[config.mk]
export PLATFORM = sky130hd
export DESIGN_NAME = mac_seq
export DESIGN_NICKNAME = d
export VERILOG_FILES = /design/src/rtl/mac_seq.sv
export SDC_FILE = /design/constraint.sdc
export NUM_CORES = 1
export LEC_CHECK = 0
export BUFFER_PORTS_ARGS = -buffer_cell sky130_fd_sc_hd__clkbuf_2
export CAP_MARGIN = 30
export CORE_AREA = 2 2 136 105
export DETAILED_ROUTE_END_ITERATION = 10
export DIE_AREA = 0 0 138 107
export PLACE_DENSITY_LB_ADDON = 0.25
export SYNTH_ARGS = -nofsm -noshare
export SYNTH_HDL_FRONTEND = slang
export SYNTH_SLANG_ARGS = --single-unit
[constraint.sdc]
create_clock -name clk -period 2.2 [get_ports clk]
set_input_delay 0.22 -clock clk [delete_from_list [all_inputs] [get_ports clk]]
set_output_delay 0.22 -clock clk [all_outputs]
set_load 0.01 [all_outputs]
[src/rtl/mac_seq.sv]
// mac_seq: pipelined signed multiply-accumulate with bias preload, run-length counter and valid/ready ports.
// Optional build macro MAC_SEQ_SAT_EN: saturating accumulation plus a sticky sat_flag output.
module mac_seq #(
  parameter int DATA_W     = 8,
  parameter int ACC_W      = 21,
  parameter int BIAS_W     = 8,
  parameter int BIAS_SHIFT = 0,
  parameter int LEN_W      = 8
) (
  input  logic              clk,
  input  logic              rst_n,
  input  logic              start,
  input  logic [LEN_W-1:0]  len,
  input  logic [BIAS_W-1:0] bias,
  input  logic [DATA_W-1:0] a,
  input  logic [DATA_W-1:0] b,
  input  logic              in_valid,
  output logic              in_ready,
  output logic [ACC_W-1:0]  out,
  output logic              out_valid,
  input  logic              out_ready,
  output logic              busy
`ifdef MAC_SEQ_SAT_EN
  ,
  output logic              sat_flag
`endif
);

  localparam int PW = 2 * DATA_W;

  typedef enum logic [1:0] {IDLE, ACCUM, DRAIN, DONE} state_t;

  state_t               state, state_nxt;
  logic [ACC_W-1:0]     acc, acc_nxt;
  logic signed [PW-1:0] prod;
  logic signed [PW-1:0] a_x, b_x;
  logic                 prod_vld;
  logic [LEN_W-1:0]     remaining;
  logic                 start_acc;
  logic                 accept;

  // A start in DONE only counts when the pending result is consumed in the same cycle.
  assign start_acc = start && ((state == IDLE) || ((state == DONE) && out_ready));
  assign accept    = in_valid && in_ready;
  assign a_x       = PW'($signed(a));
  assign b_x       = PW'($signed(b));
  assign out       = acc;

  always_ff @(posedge clk or negedge rst_n) begin
    if (!rst_n) state <= IDLE;
    else        state <= state_nxt;
  end

  always_comb begin
    state_nxt = state;
    case (state)
      IDLE:    if (start_acc) state_nxt = (len != '0) ? ACCUM : DONE;
      ACCUM:   if (accept && (remaining == LEN_W'(1))) state_nxt = DRAIN;
      DRAIN:   state_nxt = DONE;
      DONE: begin
        if (start_acc)      state_nxt = (len != '0) ? ACCUM : DONE;
        else if (out_ready) state_nxt = IDLE;
      end
      default: state_nxt = IDLE;
    endcase
  end

  always_comb begin
    in_ready  = (state == ACCUM) && (remaining != '0);
    busy      = (state == ACCUM) || (state == DRAIN);
    out_valid = (state == DONE);
  end

`ifdef MAC_SEQ_SAT_EN
  // Wide enough that neither the shifted bias nor acc+product can wrap before the clamp test.
  localparam int XW = ACC_W + BIAS_W + BIAS_SHIFT + 1;

  logic signed [XW-1:0] bias_x, sum_x, nxt_x;
  logic                 ovf;

  assign bias_x = XW'($signed(bias)) <<< BIAS_SHIFT;
  assign sum_x  = XW'($signed(acc)) + XW'(prod);
  assign nxt_x  = start_acc ? bias_x : sum_x;
  assign ovf    = (start_acc || prod_vld) &&
                  (nxt_x[XW-1:ACC_W-1] != {(XW-ACC_W+1){nxt_x[XW-1]}});

  always_comb begin
    acc_nxt = nxt_x[ACC_W-1:0];
    if (ovf) acc_nxt = nxt_x[XW-1] ? {1'b1, {(ACC_W-1){1'b0}}} : {1'b0, {(ACC_W-1){1'b1}}};
  end

  always_ff @(posedge clk or negedge rst_n) begin
    if (!rst_n)         sat_flag <= 1'b0;
    else if (start_acc) sat_flag <= ovf;
    else if (ovf)       sat_flag <= 1'b1;
  end
`else
  logic [ACC_W-1:0] bias_w;

  assign bias_w  = ACC_W'($signed(bias)) <<< BIAS_SHIFT;
  assign acc_nxt = start_acc ? bias_w : (acc + ACC_W'(prod));
`endif

  // Product stage feeds the accumulator one cycle later, sustaining one pair per cycle.
  always_ff @(posedge clk or negedge rst_n) begin
    if (!rst_n) begin
      acc       <= '0;
      prod      <= '0;
      prod_vld  <= 1'b0;
      remaining <= '0;
    end else begin
      if (start_acc || prod_vld) acc <= acc_nxt;
      prod_vld <= accept;
      if (accept) prod <= a_x * b_x;
      if (start_acc)   remaining <= len;
      else if (accept) remaining <= remaining - LEN_W'(1);
    end
  end

endmodule
==> reports/metrics.yaml, run 1 <==
rsz0062_at_grt: "true"
p_leak_nw: 3.642
fin_util_pct: 58.08
grt_overflow_total: 0
syn_to_final_growth_pct: 38.58
cts_tree: "done"
grt_pass1_vias: 5111
status: "complete, but fails checks"
path_clk_slew_ns: 0.07
start_util_pct: 41.91
cp_max_fo: 6
worst_slack_ns: -1.495
die-area_mm2: 0.01477
fp.dieW_um: 138
clk_latency_ns: 0.30
hold_violations: 0
viasPerCell: 5.134
drive_gt1_share_pct: 36.06
drv_slew: 0
nets: 945
powerDensity_mw_per_mm2: 1501
synth.area.top_cells: "dfrtp_1 (21%), fa_1 (20%), ha_1 (13%), inv_1 (5.9%), nand2_1 (5.1%)"
pin_count: 61
yosys_most_used_dff: "dfrtp_1"
combPwrFrac_pct: 78.2
synth_edf_count: 0
max_freq_ghz: 0.2707
synth_top_cell_by_area: "dfrtp_1"
layout_min_cycle_time_ns: 3.695
num_antenna_cells: 0
startpoint_type: "input pin"
vias: 4985
cts.sinks: 48
cts_buffers: 5
max_cap_viol_count: 0
ys_ff_latch: 48
synth_area_mm2: 0.005627
rr_worst_depth: 11
hold_slack_ns: 0.1311
pwr-share-clk_pct: 7.0
antenna_found_initial: 0
coreArea_mm2: 0.01343
multiInputGateArea_mm2: 0.004583
rows: 37
drt_wl_total_um: 14200
seq_power_share_pct: 14.8
slew_headroom_pct: 54.24
synthDistinctLibCells: 51
dp.cells: 950
seq_area_frac_synth_pct: 21.35
setup_viol: 14
ir_drop_mv: 0.7828
dp_hpwl_um: 11080
antenna_left: 0
critPathKind: "in2reg"
port-buffer-count: 60
h-tree-depth: 2
fillers: 1135
required_ns: 2.37
r2r_slack_ns: -0.03
netlist_instances: 639
grt_max_degree: 27
hold_path_class: "in2reg"
arrival_ns: 3.87
switching_power_mw: 5.312
syn-num-nets: 789
wl_per_cell_um: 14.63
fin_crit_sh_pct: 167.9
root_buffer: "clkbuf_16"
synth.avg_cell_area_um2: 8.805
fin_skew_ns: 0.007434
drt_drc_violations_left: 0
seqCellArea_mm2: 0.001202
synth_top_area_share_pct: 21.35
place.gp.congestion: 0.8826
grt_usage_pct: 19.54
worst_slew_pin_slew_ns: 0.6864
critPathCaptureType: "flip-flop"
failed_checks: "setup timing"
grt_pass1_wl_um: 23980
drtIter0Drc: 155
firstDrtPassIters: 4
worstSetupStartpoint: "a[7]"
r2r-start: "out[0]$_DFFE_PN0P_"
cp-endpoint: "prod[13]$_DFFE_PN0P_"
setup_tns_ns: -12.88
die_h_um: 107
layoutNonFillerInstCount: 971
switching_share_pct: 45.38
cts_buffer_depth: 2
async_flop_share_pct: 100.0
p_int_mw: 6.394
timing.rr.end: "out[12]$_DFFE_PN0P_"
yosysWarnings: 0
==> metal layers <==
metal	wire, um	GRT usage (%)	vias to the layer above
li1	-	-	2440
met1	6678	27.12	2460
met2	6964	33.35	75
met3	492	3.394	10
met4	68	2.041	0
met5	0	0	-
==> cell type report <==
type	count	area share [%]
inverters	89	4.349
clock buffers	6	1.781
clock inverters	2	0.1926
repair buffers	162	16.67
flip-flops and latches	48	15.42
multi-input cells	489	58.78
well taps	175	2.808
==> cell usage after synthesis, types with 3 or more instances <==
cell	instances
clkbuf_1	9
nor3_1	7
o21bai_1	6
o211ai_1	4
a211oi_1	8
ha_1	57
dfrtp_1	48
nand3_1	6
a21oi_1	32
nor2_1	25
buf_2	3
nor2b_1	4
xor2_1	19
a41oi_1	3
fa_1	56
o21ai_0	55
a21o_1	15
nand2_1	77
o31ai_1	3
inv_1	88
nor4_1	5
mux2i_1	4
nand2b_1	7
and2_1	39
a31oi_1	6
xnor2_1	20
==> state kept, by name, indices dropped and copies added, names as in the netlist <==
name	flops
prod_vld	1
remaining	8
state	2
prod	16
out	21
==> what timing repair did <==
| action | CTS | global route |
|---|---|---|
| endpoints found under the hold margin | 22 | 0 |
| resized for setup | 75 | 60 |
| pin swaps | 43 | 39 |
| buffers inserted | 2 | 10 |
| endpoints found under the setup margin | 23 | 29 |
| hold buffers | 1 | 0 |
==> logic make-up (layout without fill, tap and decap cells) <==
logic type,count (synthesis),after routing,synth area share (%)
and+or+nand+nor,182,182,15.65
muxes,5,5,0.9117
AOI/OAI and AO/OA,150,150,16.50
buffers and inverters,102,259,6.916
xor gates and xnor gates,39,39,6.071
DFF,48,48,21.35
adders and majority gates,113,113,32.60
==> worst min path at each step <==
stage                                     to     from  cells past startpoint
detailed placement  remaining[6]$_DFFE_PN0P_    rst_n                      1
global route              out[2]$_DFFE_PN0P_  bias[2]                      3
floorplan                 out[0]$_DFFE_PN0P_    rst_n                      0
CTS                       out[1]$_DFFE_PN0P_  bias[1]                      3
finish                    out[1]$_DFFE_PN0P_  bias[1]                      3
global placement    remaining[6]$_DFFE_PN0P_    rst_n                      1
==> stage by stage <==
stage          power (mW)  instance area [um2]  setup slack [ns]
6_report            11.71                 7797            -1.495
5_1_grt             12.82                 7797            -1.661
4_1_cts             10.84                 7481            -1.555
3_5_place_dp        9.488                 6968            -1.946
3_3_place_gp        9.269                 6968            -1.836
2_1_floorplan       6.922                 5808            -1.504
==> worst max-delay path, stage by stage <==
cell and delay, ns:
clkbuf_16 0.12, and2_4 0.14, inv_2 0.04, fa_1 0.50
inv_2 0.05, fa_1 0.50, fa_1 0.50, inv_1 0.05
fa_1 0.49, inv_2 0.05, ha_4 0.20, or2_4 0.25
a21boi_4 0.14, o211ai_1 0.13, nand2b_1 0.11, a21oi_2 0.14
xor2_1 0.15, o21ai_1 0.07
==> layout by cell type, fill, tap and decap left out, drive strengths merged, types with 8 or more instances in the layout <==
cell	netlist	final
nand3	8	8
buf	4	107
nand2	78	78
ha	57	57
a211oi	9	9
clkbuf	9	60
dfrtp	48	48
fa	56	56
a21o	15	15
inv	89	88
nor2	26	26
and2	39	39
xnor2	20	20
o21ai	57	57
a21oi	33	33
xor2	19	19
==> power groups by stage <==
stage | Combinational [mW] | Sequential (mW) | Clock (mW)
3_3_place_gp | 7.60 | 1.67 | 0
5_1_grt | 10.2 | 1.78 | 0.867
2_1_floorplan | 5.22 | 1.71 | 0
4_1_cts | 8.34 | 1.68 | 0.826
6_report | 9.16 | 1.73 | 0.819
3_5_place_dp | 7.79 | 1.69 | 0
Power figures use the tool's default switching activity.
==> run 2: changes to the inputs <==
ABC_AREA = 1   (was unset)
CORE_AREA = 2 2 143 110   (was 2 2 136 105)
DIE_AREA = 0 0 145 112   (was 0 0 138 107)
==> reports/metrics.yaml, run 2 <==
status: "complete, but fails checks"
failed_checks: "setup timing"
hold_path_class: "in2async"
powerDensity_mw_per_mm2: 1512
slew_headroom_pct: 57.92
cts_buffer_depth: 2
ir_drop_mv: 0.5593
h-tree-depth: 2
dp.cells: 1184
clk_latency_ns: 0.30
seq_area_frac_synth_pct: 19.26
antenna_found_initial: 0
cts.sinks: 48
cp_top_family: "adder cells"
firstDrtPassIters: 5
fin_skew_ns: 0.003099
die_h_um: 112
r2r-start: "prod[0]$_DFFE_PN0P_"
worst_slack_ns: -1.220
required_ns: 2.39
synth_top_area_share_pct: 19.26
netlist_instances: 890
syn-num-nets: 1040
syn_to_final_growth_pct: 26.78
rows: 39
crit_chain: "clkbuf_16, nand2_4, inv_2, fa_1, inv_1, fa_1, inv_2, fa_1, inv_1, fa_1, inv_2, ha_4, nand3_2, nand2_2, nand2_2, nand2_1, nand2_1, and3_1, o21ai_1, nand2_1"
finalPower_mw: 11.95
critPathKind: "in2reg"
r2r_slack_ns: 0.18
async_flop_share_pct: 100.0
setup_viol: 12
start_util_pct: 41.91
synthTopCellsByCount: "nand2_1 (270), inv_1 (180), nor2_1 (68), ha_1 (57), fa_1 (56)"
fin_crit_sh_pct: 155.5
drt_wl_total_um: 15070
root_buffer: "clkbuf_16"
rr_worst_depth: 12
p_leak_nw: 4.280
max_cap_viol_count: 0
worst_slew_pin_slew_ns: 0.6313
rsz0062_at_grt: "true"
critPathSlowestCell: "fa_1"
grt_overflow_total: 0
drt_drc_violations_left: 0
startpoint_type: "input pin"
viasPerCell: 4.697
crit_top_cell: "fa_1"
port-buffer-count: 60
timing.rr.end: "out[12]$_DFFE_PN0P_"
yosysWarnings: 0
layoutNonFillerInstCount: 1198
synth.avg_cell_area_um2: 7.008
drtIter0Drc: 227
final_cell_mix: "nand2_1 (245), inv_1 (156), nor2_1 (63)"
hold_violations: 0
hold_slack_ns: 0.02977
max_freq_ghz: 0.2924
cp_max_fo: 6
wl_per_cell_um: 12.58
synth_edf_count: 0
place.gp.congestion: 0.9082
path_clk_slew_ns: 0.07
num_antenna_cells: 0
drive_gt1_share_pct: 24.47
fp.dieW_um: 145
yosys_most_used_dff: "dfrtp_1"
fin_util_pct: 53.13
ys_ff_latch: 48
grt_pass1_wl_um: 26240
cts_tree: "done"
die-area_mm2: 0.01624
pre_cts_slack_ns: -1.735
grt_usage_pct: 19.43
synth.area.top_cells: "dfrtp_1 (19%), fa_1 (18%), nand2_1 (16%), ha_1 (11%), inv_1 (11%)"
coreArea_mm2: 0.01488
drv_slew: 0
vias: 5627
yosysMostFrequentCell: "nand2_1"
cp_slowest_stage_delay_ns: 0.52
grt_max_degree: 49
largest_reg_flops: 21
grt_pass1_vias: 5590
synthDistinctLibCells: 39
layout_min_cycle_time_ns: 3.420
crit_buf_inv: 6
final_common_cell: "nand2_1"
antenna_left: 0
pin_count: 61
synth_area_mm2: 0.006237
arrival_ns: 3.61
nets: 1142
dp_hpwl_um: 12290
cts_buffers: 5
synth_top_cell_by_area: "dfrtp_1"
critPathCaptureType: "flip-flop"
==> run 2: timing repair <==
item                                    4_1_cts  5_1_grt
pin swaps                                    32       17
cloned                                        0        0
hold buffers                                  0        0
setup buffers                                 2        4
endpoints found under the hold margin         0        0
gates resized for setup                      58       62
endpoints found under the setup margin       12       21
==> run 2: cells by family (layout without fill, tap and decap cells) <==
family	after synthesis	after routing	synth area share, %
flip-flops	48	48	19.26
adder cells (fa/ha/maj)	113	113	29.41
AND/OR/NAND/NOR	417	417	27.56
XOR/XNOR	19	19	2.668
buffers and inverters	209	312	12.84
AO/OA/AOI/OAI	84	84	8.265
==> run 2: report_power, final <==
part | switching [mW] | internal [mW] | leakage (nW) | total (mW)
Combinational | 5.41 | 4.02 | 3.63 | 9.43
Sequential | 0.408 | 1.33 | 0.579 | 1.74
Clock | 0.360 | 0.425 | 0.0671 | 0.785
Total | 6.18 | 5.77 | 4.28 | 12.0
==> run 2: worst max path at each step <==
stage                     depth (start not counted)  from                   end
after floorplan                                  19  a[3]  prod[14]$_DFFE_PN0P_
after global placement                           17  b[7]  prod[15]$_DFFE_PN0P_
after detailed placement                         17  b[7]  prod[15]$_DFFE_PN0P_
after CTS                                        19  a[6]  prod[14]$_DFFE_PN0P_
after global routing                             19  a[6]  prod[14]$_DFFE_PN0P_
final                                            20  a[6]  prod[10]$_DFFE_PN0P_
==> run 2: stage by stage <==
step | area (um2) | setup TNS [ns]
floorplan | 6551 | -13.49
finish | 7908 | -11.66
global route | 7908 | -13.51
detailed placement | 7284 | -17.01
global placement | 7284 | -16.67
CTS | 7705 | -11.97
==> run 2: layout make-up <==
class	count	area, um2
timing repair buffer	119	942.2
tap	205	256.5
inverter	185	699.4
clock inverter	2	16.27
fill	1429	6975
sequential	48	1201
clock buffer	6	128.9
multi-input combinational	633	4663
==> run 2: layer usage <==
metal	share of wire, %	vias to the layer above	GRT usage [%]
met5	0	-	0
met4	0.63	0	3.168
met3	3.6	6	1.844
met2	45	103	32.92
met1	51	2602	27.64
li1	-	2916	-
